**src/rtl/hazard_ctrl_if.sv**
```systemverilog
// rtl/hazard_ctrl_if.sv - hazard controller signal bundle (master = pipeline side, slave = controller)
interface hazard_ctrl_if;
    logic [4:0]  id_rs;
    logic [4:0]  id_rt;
    logic        id_uses_rt;
    logic        ex_mem_read;
    logic [4:0]  ex_rt;
    logic        ex_branch_taken;
    logic        dmem_req;
    logic        dmem_ready;
    logic        pc_write;
    logic        ifid_write;
    logic        ifid_flush;
    logic        idex_bubble;
    logic        pipe_hold;
    logic        mem_fault;
    logic [15:0] stall_count;
    logic [15:0] flush_count;

    modport master (
        output id_rs, id_rt, id_uses_rt, ex_mem_read, ex_rt, ex_branch_taken,
               dmem_req, dmem_ready,
        input  pc_write, ifid_write, ifid_flush, idex_bubble, pipe_hold,
               mem_fault, stall_count, flush_count
    );

    modport slave (
        input  id_rs, id_rt, id_uses_rt, ex_mem_read, ex_rt, ex_branch_taken,
               dmem_req, dmem_ready,
        output pc_write, ifid_write, ifid_flush, idex_bubble, pipe_hold,
               mem_fault, stall_count, flush_count
    );
endinterface

```
**src/rtl/hazard_ctrl.sv**
```systemverilog
// rtl/hazard_ctrl.sv - load-use / branch-flush / memory-wait hazard controller with timeout fault
// Optional stall/flush statistics counters are built when HAZARD_STATS_EN is defined.
module hazard_ctrl #(
    parameter int unsigned MEM_TIMEOUT = 16
) (
    input  logic          clk,
    input  logic          reset,
    hazard_ctrl_if.slave  hz
);

    typedef enum logic [1:0] {
        S_RUN      = 2'd0,
        S_MEM_WAIT = 2'd1,
        S_FAULT    = 2'd2
    } state_t;

    localparam logic [7:0] TIMEOUT = 8'(MEM_TIMEOUT);

    state_t     state_q, state_d;
    logic [7:0] wait_cnt_q, wait_cnt_d;
    logic       mem_fault_q, mem_fault_d;

    logic       lu;
    logic       run_eval;
    logic       pc_write_c;
    logic       ifid_write_c;
    logic       ifid_flush_c;
    logic       idex_bubble_c;
    logic       pipe_hold_c;

    assign lu = hz.ex_mem_read && (hz.ex_rt != 5'd0) &&
                ((hz.ex_rt == hz.id_rs) || (hz.id_uses_rt && (hz.ex_rt == hz.id_rt)));

    always_comb begin
        state_d       = state_q;
        wait_cnt_d    = wait_cnt_q;
        mem_fault_d   = mem_fault_q;
        run_eval      = 1'b0;
        pc_write_c    = 1'b1;
        ifid_write_c  = 1'b1;
        ifid_flush_c  = 1'b0;
        idex_bubble_c = 1'b0;
        pipe_hold_c   = 1'b0;

        if (reset) begin
            pc_write_c    = 1'b0;
            ifid_write_c  = 1'b0;
            ifid_flush_c  = 1'b1;
            idex_bubble_c = 1'b1;
        end else begin
            case (state_q)
                S_RUN: run_eval = 1'b1;
                S_MEM_WAIT: begin
                    if (hz.dmem_ready) begin
                        // Held branch / load-use is serviced in the completion cycle
                        run_eval   = 1'b1;
                        state_d    = S_RUN;
                        wait_cnt_d = 8'd0;
                    end else begin
                        pc_write_c   = 1'b0;
                        ifid_write_c = 1'b0;
                        pipe_hold_c  = 1'b1;
                        wait_cnt_d   = wait_cnt_q + 8'd1;
                        if (wait_cnt_d == TIMEOUT) begin
                            state_d     = S_FAULT;
                            mem_fault_d = 1'b1;
                        end
                    end
                end
                S_FAULT: begin
                    pc_write_c   = 1'b0;
                    ifid_write_c = 1'b0;
                    pipe_hold_c  = 1'b1;
                end
                default: state_d = S_RUN;
            endcase

            if (run_eval) begin
                if (hz.dmem_req && !hz.dmem_ready) begin
                    pc_write_c   = 1'b0;
                    ifid_write_c = 1'b0;
                    pipe_hold_c  = 1'b1;
                    state_d      = S_MEM_WAIT;
                    wait_cnt_d   = 8'd1;
                end else if (hz.ex_branch_taken) begin
                    ifid_flush_c  = 1'b1;
                    idex_bubble_c = 1'b1;
                end else if (lu) begin
                    pc_write_c    = 1'b0;
                    ifid_write_c  = 1'b0;
                    idex_bubble_c = 1'b1;
                end
            end
        end
    end

    always_ff @(posedge clk or posedge reset) begin
        if (reset) begin
            state_q     <= S_RUN;
            wait_cnt_q  <= 8'd0;
            mem_fault_q <= 1'b0;
        end else begin
            state_q     <= state_d;
            wait_cnt_q  <= wait_cnt_d;
            mem_fault_q <= mem_fault_d;
        end
    end

    assign hz.pc_write    = pc_write_c;
    assign hz.ifid_write  = ifid_write_c;
    assign hz.ifid_flush  = ifid_flush_c;
    assign hz.idex_bubble = idex_bubble_c;
    assign hz.pipe_hold   = pipe_hold_c;
    assign hz.mem_fault   = mem_fault_q;

`ifdef HAZARD_STATS_EN
    logic [15:0] stall_count_q, stall_count_d;
    logic [15:0] flush_count_q, flush_count_d;

    // Both counters saturate rather than wrap
    always_comb begin
        stall_count_d = stall_count_q;
        flush_count_d = flush_count_q;
        if (!reset && (state_q != S_FAULT) && !pc_write_c && (stall_count_q != 16'hFFFF))
            stall_count_d = stall_count_q + 16'd1;
        if (!reset && ifid_flush_c && (flush_count_q != 16'hFFFF))
            flush_count_d = flush_count_q + 16'd1;
    end

    always_ff @(posedge clk or posedge reset) begin
        if (reset) begin
            stall_count_q <= 16'd0;
            flush_count_q <= 16'd0;
        end else begin
            stall_count_q <= stall_count_d;
            flush_count_q <= flush_count_d;
        end
    end

    assign hz.stall_count = stall_count_q;
    assign hz.flush_count = flush_count_q;
`else
    assign hz.stall_count = 16'd0;
    assign hz.flush_count = 16'd0;
`endif

endmodule

```
**src/flat_wrapper.sv**
```systemverilog
// flat-port wrapper written by rule: the top's interface ports become plain ports
module hazard_ctrl_flat 
#(
    parameter int unsigned MEM_TIMEOUT = 16
)
  (clk, reset, hz_id_rs, hz_id_rt, hz_id_uses_rt, hz_ex_mem_read, hz_ex_rt, hz_ex_branch_taken, hz_dmem_req, hz_dmem_ready, hz_pc_write, hz_ifid_write, hz_ifid_flush, hz_idex_bubble, hz_pipe_hold, hz_mem_fault, hz_stall_count, hz_flush_count);
  hazard_ctrl_if hz_i ();
  input  logic clk;
  input  logic reset;
  input wire logic [$bits(hz_i.id_rs)-1:0] hz_id_rs;
  input wire logic [$bits(hz_i.id_rt)-1:0] hz_id_rt;
  input wire logic [$bits(hz_i.id_uses_rt)-1:0] hz_id_uses_rt;
  input wire logic [$bits(hz_i.ex_mem_read)-1:0] hz_ex_mem_read;
  input wire logic [$bits(hz_i.ex_rt)-1:0] hz_ex_rt;
  input wire logic [$bits(hz_i.ex_branch_taken)-1:0] hz_ex_branch_taken;
  input wire logic [$bits(hz_i.dmem_req)-1:0] hz_dmem_req;
  input wire logic [$bits(hz_i.dmem_ready)-1:0] hz_dmem_ready;
  output wire logic [$bits(hz_i.pc_write)-1:0] hz_pc_write;
  output wire logic [$bits(hz_i.ifid_write)-1:0] hz_ifid_write;
  output wire logic [$bits(hz_i.ifid_flush)-1:0] hz_ifid_flush;
  output wire logic [$bits(hz_i.idex_bubble)-1:0] hz_idex_bubble;
  output wire logic [$bits(hz_i.pipe_hold)-1:0] hz_pipe_hold;
  output wire logic [$bits(hz_i.mem_fault)-1:0] hz_mem_fault;
  output wire logic [$bits(hz_i.stall_count)-1:0] hz_stall_count;
  output wire logic [$bits(hz_i.flush_count)-1:0] hz_flush_count;
  assign hz_i.id_rs = hz_id_rs;
  assign hz_i.id_rt = hz_id_rt;
  assign hz_i.id_uses_rt = hz_id_uses_rt;
  assign hz_i.ex_mem_read = hz_ex_mem_read;
  assign hz_i.ex_rt = hz_ex_rt;
  assign hz_i.ex_branch_taken = hz_ex_branch_taken;
  assign hz_i.dmem_req = hz_dmem_req;
  assign hz_i.dmem_ready = hz_dmem_ready;
  assign hz_pc_write = hz_i.pc_write;
  assign hz_ifid_write = hz_i.ifid_write;
  assign hz_ifid_flush = hz_i.ifid_flush;
  assign hz_idex_bubble = hz_i.idex_bubble;
  assign hz_pipe_hold = hz_i.pipe_hold;
  assign hz_mem_fault = hz_i.mem_fault;
  assign hz_stall_count = hz_i.stall_count;
  assign hz_flush_count = hz_i.flush_count;
  hazard_ctrl #(.MEM_TIMEOUT(MEM_TIMEOUT)) u_core (.clk(clk), .reset(reset), .hz(hz_i));
endmodule
```
**config.mk**
```make
export PLATFORM = sky130hd
export DESIGN_NAME = hazard_ctrl_flat
export DESIGN_NICKNAME = d
export VERILOG_FILES = /design/src/rtl/hazard_ctrl_if.sv /design/src/rtl/hazard_ctrl.sv /design/src/flat_wrapper.sv
export SDC_FILE = /design/constraint.sdc
export NUM_CORES = 1
export LEC_CHECK = 0
export CAP_MARGIN = 20
export CELL_PAD_IN_SITES_DETAIL_PLACEMENT = 1
export CELL_PAD_IN_SITES_GLOBAL_PLACEMENT = 2
export CORE_MARGIN = 8
export CORE_UTILIZATION = 20
export CTS_CLUSTER_SIZE = 40
export DETAILED_ROUTE_END_ITERATION = 10
export PLACE_DENSITY = 0.88
export SLEW_MARGIN = 10
export SYNTH_ARGS = -nofsm -noshare
export SYNTH_HDL_FRONTEND = slang
export SYNTH_SLANG_ARGS = --single-unit
```
**constraint.sdc**
```tcl
create_clock -name clk -period 2 [get_ports clk]
set_clock_uncertainty 0.05 [all_clocks]
set_input_delay 0.3 -clock clk [delete_from_list [all_inputs] [get_ports clk]]
set_output_delay 0.3 -clock clk [all_outputs]
set_load 0.01 [all_outputs]
```
---- Word level (Yosys, flattened, before mapping) ----
Index checks and enable logic that the tools add are counted.
storage, ports and cells
  register bits after elaboration ......... 11
  memories ................................ 0
  bits in writable memories ............... 0
  bits in read-only memories .............. 0
  output and inout port bits .............. 38
  bits in latches ......................... 0
cells by class
  div/mod/pow operators ................... 0
  multipliers ............................. 0
  eq/ne operators ......................... 5
  reduce and logical (&&, ||, !) cells .... 10
  muxes and demuxes ....................... 32
  bitwise logic cells ..................... 2
  $add $sub $neg .......................... 1
  shift-type cells ........................ 0
  magnitude comparators ................... 0
operator list
  operator                                                               count
  8-bit two-way mux                                                      4
  1-bit two-way mux                                                      20
  5-bit equality test                                                    2
  8-bit by 1-bit adder with 8-bit output, second input constant          1
  8-bit by 5-bit equality test with 1-bit output, second input constant  1
  2-bit two-way mux                                                      4
  1-bit case mux with 2 select lines                                     3
  5-bit nonzero test                                                     1
  1-bit logical AND                                                      4
  2-bit case mux with 2 select lines                                     1
  4-bit AND reduction                                                    1
  2-bit by 1-bit equality test with 1-bit output, second input constant  1
  2-bit equality test, second input constant                             1
  2-bit zero test                                                        1
  1-bit inverter                                                         2
  2-bit OR reduction                                                     1
  1-bit zero test                                                        1
  1-bit logical OR                                                       1

---- Depth between registers and ports, before layout ----
Gate-level depths: netlist of the first run.
  depth in word-level cells ............... 9
  depth in mapped cells ................... 7

---- Worst setup path before layout of the first run ----
No wires, ideal clock.
  kind .................................... register to register
  start ................................... reg u_core.state_q[1]
  end ..................................... reg u_core.wait_cnt_q[6]
  period minus slack after synthesis ...... 1895 ps
  setup slack ............................. 105 ps
  path buffers ............................ 1
  arrival time ............................ 1768 ps
  cell stages (with the launch flop) ...... 8
  required time ........................... 1874 ps
  cells stage by stage .................... dfrtp_1 > inv_1 > ha_1 > buf_4 > or3b_1 > or2_4 > or3_1 > o21ai_1
on the way
  cells in the longest elaborated chain, start to end .. 4
  elaborated cells between the ends (all ways) .. 7
RTL lines
  item                                                                                      line                                  RTL
  start, declared                                                                           hazard_ctrl.sv:19                     state_t state_q, state_d;
  start signal, assigned                                                                    hazard_ctrl.sv:103                    state_q <= state_d;
  2-bit by 1-bit equality test with 1-bit output / 2-bit zero test (equally long branches)  hazard_ctrl.sv:51                     case (state_q)
  1-bit case mux with 2 select lines / 8-bit two-way mux (equally long branches)            hazard_ctrl.sv:51
  1-bit two-way mux / 8-bit two-way mux (equally long branches)                             hazard_ctrl.sv:45, hazard_ctrl.sv:79
  8-bit two-way mux (*)                                                                     hazard_ctrl.sv:78                     if (run_eval) begin
  end signal, assigned                                                                      hazard_ctrl.sv:104                    wait_cnt_q <= wait_cnt_d;
  end, declared                                                                             hazard_ctrl.sv:20                     logic [7:0] wait_cnt_q, wait_cnt_d;
Every way passes the cells marked *; elsewhere a longest branch is shown, timed or not. The select of a mux whose other input is x is not followed.
A chain may end at the register's enable or synchronous reset.

---- Final worst setup path of the first run ----
  start ................................... reg u_core.state_q[1]
  end ..................................... out hz_ifid_write
on the way
  cells in the longest elaborated chain, start to end .. 7
  elaborated cells between the ends (all ways) .. 11
RTL lines
  item                                                                                          line                RTL
  2-bit equality test / 2-bit by 1-bit equality test with 1-bit output (equally long branches)  hazard_ctrl.sv:51
  1-bit case mux with 2 select lines                                                            hazard_ctrl.sv:51
  1-bit two-way mux                                                                             hazard_ctrl.sv:88   end else if (lu) begin
  1-bit two-way mux                                                                             hazard_ctrl.sv:85   end else if (hz.ex_branch_taken) begin
  1-bit two-way mux                                                                             hazard_ctrl.sv:79   if (hz.dmem_req && !hz.dmem_ready) begin
  1-bit two-way mux (*)                                                                         hazard_ctrl.sv:78
  1-bit two-way mux (*)                                                                         hazard_ctrl.sv:45   if (reset) begin
  end, declared                                                                                 flat_wrapper.sv:19  output wire logic [$bits(hz_i.ifid_write)-1:0] hz_ifid_write;
Marked as above.

==> key figures, run 1 <==
Synth
  • Post-synth EDFFs: 0
  • Most frequent cell after synthesis: buf_4
  • Mapped Avg Cell Area: 8.16 µm²
  • Synth Flop Type: dfrtp_1
  • Synth top area share: 0.218
  • Syn Std Cell Area: 1260 µm²
  • Synth cell count leaders: 34 x buf_4, 11 x dfrtp_1, 11 x inv_1, 9 x xor2_1
  • Synth unique cells: between 40 and 50
  • Top cells by area, synth: dfrtp_1 22%, buf_4 20%, xor2_1 6.2%
  • Yosys warns: 0
  • Synth Register Bits: 11
  • Post-synth top area cell: dfrtp_1
  • Synth async-reset ratio: 1.00
  • Mapped Cells: roughly 160
  • Sequential fraction of the synthesis area: 0.218

STA
  • Finish-stage setup viols: 0
  • Worst hold slack: ~0.44 ns
  • Fin crit share: 0.998
  • Slew Viols, Final: 0
  • Final hold vios: 0
  • Setup ws final: just under 0.004 ns
  • RSZ-0062 raised after global routing: yes
  • Max Freq: about 500 MHz
  • Tmin final: between 1.5 and 2 ns

Place
  • Post-Place Cells: ~280
  • Dpl hpwl: 3.03 mm
  • Gpl congestion: roughly 0.76
  • Pre-CTS setup slack: -0.592 ns
  • IO Port Bufs: 27

CTS
  • Number of buffers created by CTS: 3
  • Worst skew pair latency: 0.24 ns
  • Clock Sinks: 11
  • Clock transition at path regs: 0.05 ns
  • CTS tree: yes
  • Max clock buf depth: 2
  • CTS root buf: clkbuf_8
  • H-tree depth: 1
  • # hold bufs at CTS: 0

Cells and area
  • Fin nets: around 230
  • Filler instances: around 800
  • Non-Filler Instances: 280
  • Fraction of layout cells with a size suffix above 1: 0.241
  • Antenna diodes: 0
  • Area grow syn2layout: 36.6%

Route
  • Iter 0 DRT Violations: 28
  • Post-route ant nets: 0
  • # DRC: 0
  • Total routed wirelength: around 3.7 mm
  • Drt pass-1 iters: 4
  • Drt wl/cell: approximately 13 µm
  • Via count: between 1,000 and 1,500
  • Vias per inst: 4.18

Power
  • Sequential fraction of design power: 0.257
  • Peak supply drop: around 260 µV
  • NetSw: around 0.00050 W
  • Pwr dens: approximately 730 nW/µm²
  • Design Power: approximately 0.0013 W
  • LEAKAGE: ~0.84 nW
  • Net Sw Frac: 0.396
  • Clk pwr share: 0.184
  • Internal power: 0.000764 W
  • Combinational share of power: 0.560

Critical path
  • Worst Setup EP: hz_ifid_write
  • Worst path arrival time: between 1.5 and 2 ns
  • Critical Path Start Type: register
  • Critical path required time: 1.65 ns
  • Crit end category: primary output
  • Worst r2r dst: u_core.wait_cnt_q[6]$_DFFE_PP0N_
  • CP Max Fanout: 6
  • Worst Setup SP: u_core.state_q[1]$_DFFE_PP0N_
  • Critical path class: reg -> out
  • FF-to-FF setup slack: 0.02 ns
  • Reg2reg start: u_core.state_q[1]$_DFFE_PP0N_
  • FF-to-FF path depth: 7

GRT
  • GRT Util Overall: 0.0851
  • First-pass GRT wire length: between 6 and 7 mm
  • Initial antenna violation count: 0
  • Global route total overflow: 0
  • Largest net degree at the start of global routing: 13
  • Number of global-route vias before repair: 1,382

Outcome
  • Status: finished clean

Job
  • Max-cap violations: 0

Floorplanning
  • DIE WIDTH: ~96 µm
  • Die area: 9130 µm²
  • Ports: 60
  • Core box area: ~6200 µm²
  • Die height: ~96 µm
  • Starting Density: 0.203
  • Site Rows: 29

Worst hold path
  • HP Class: reg -> reg
stage by stage:
stage	setup TNS (ns)	utilization	instance area, µm²
floorplan	0	-	1380
global placement	-2.37	0.264	1650
detailed placement	-2.67	0.264	1650
CTS	-0.0126	0.275	1720
global route	-0.306	0.277	1730
finish	0	0.277	1730
registers in the layout (all words and copies together), names as in the netlist:
register / cells
u_core.hz.mem_fault: 1
u_core.wait_cnt_q: 8
u_core.state_q: 2
kinds of logic after synthesis:
| family | count (synthesis) | share of synthesized area |
|---|---|---|
| other cells | 1 | 0.00296 |
| flops | 11 | 0.218 |
| fa+ha+maj | 6 | 0.0593 |
| xor+xnor | 11 | 0.0762 |
| compound gates | 41 | 0.225 |
| simple gates | 36 | 0.172 |
| buf+inv | 49 | 0.247 |
area by class of cell:
class / instances / area (µm²) / share of cell area
flip-flops and latches: 11 / 277 / 0.160
clock buffers: 4 / 45.0 / 0.0261
inverters: 11 / 41.3 / 0.0239
well taps: 77 / 96.3 / 0.0558
multi-input cells: 126 / 845 / 0.489
repair buffers: 51 / 424 / 0.245
routing by layer:
| layer | up-vias | share of wire | track usage |
|---|---|---|---|
| li1 | 571 | - | - |
| met1 | 553 | 0.43 | 0.0952 |
| met2 | 43 | 0.47 | 0.142 |
| met3 | 4 | 0.084 | 0.0323 |
| met4 | 0 | 0.011 | 0.0346 |
| met5 | - | 0 | 0 |
what timing repair did:
| action | in CTS | in global routing |
|---|---|---|
| buffers inserted | 1 | 0 |
| endpoints found under the setup margin | 8 | 9 |
| gates cloned | 0 | 0 |
| pin swaps | 7 | 0 |
| gates resized for setup | 39 | 6 |
cell usage in the layout, fill, tap and decap left out, drive strengths merged, types with 2 or more instances in the layout:
| master | n |
|---|---|
| and2 | 2 |
| conb | 32 |
| or4 | 2 |
| clkdlybuf4s50 | 14 |
| o21ai | 11 |
| dfrtp | 11 |
| xnor2 | 2 |
| a22o | 2 |
| nor3 | 3 |
| xor2 | 9 |
| buf | 28 |
| nand2 | 3 |
| dlygate4sd2 | 7 |
| nand3 | 2 |
| nor4 | 2 |
| a21oi | 7 |
| o21bai | 2 |
| nor2b | 2 |
| clkbuf | 5 |
| ha | 6 |
| nand4 | 2 |
| a21o | 5 |
| nor2 | 8 |
| inv | 11 |
| or3 | 2 |
worst max-delay path: stages, from the launching register on:
cell,delay (ns)
dfrtp_1,0.38
inv_2,0.12
ha_4,0.18
a21oi_2,0.03
or3_1,0.30
o211a_1,0.24
buf_2,0.14
power groups by stage:
stage	combinational, W	clock, W	sequential [W]
6_report	0.000709	0.000232	0.000325
5_1_grt	0.000789	0.000255	0.000333
4_1_cts	0.000709	0.000245	0.000325
3_5_place_dp	0.000676	0	0.000319
3_3_place_gp	0.000653	0	0.000318
2_1_floorplan	0.000427	0	0.000317
worst min-delay path by stage:
stage / slack [ns] / cells after the start / to / from
6_report: 0.44 / 1 / u_core.hz.mem_fault$_DFFE_PP0P_ / u_core.hz.mem_fault$_DFFE_PP0P_
5_1_grt: 0.46 / 1 / u_core.hz.mem_fault$_DFFE_PP0P_ / u_core.hz.mem_fault$_DFFE_PP0P_
4_1_cts: 0.44 / 1 / u_core.hz.mem_fault$_DFFE_PP0P_ / u_core.hz.mem_fault$_DFFE_PP0P_
3_5_place_dp: 0.42 / 1 / u_core.hz.mem_fault$_DFFE_PP0P_ / u_core.hz.mem_fault$_DFFE_PP0P_
3_3_place_gp: 0.42 / 1 / u_core.hz.mem_fault$_DFFE_PP0P_ / u_core.hz.mem_fault$_DFFE_PP0P_
2_1_floorplan: 0.32 / 2 / u_core.hz.mem_fault$_DFFE_PP0P_ / reset
(Power assumes the default switching activity.)
==> run 2, diff against run 1 <==
Settings changed: ABC_CLOCK_PERIOD_IN_PS from default to 2000.
==> results of run 2 <==
Same layout as run 1: the final DEF is identical, and so are final timing and power.
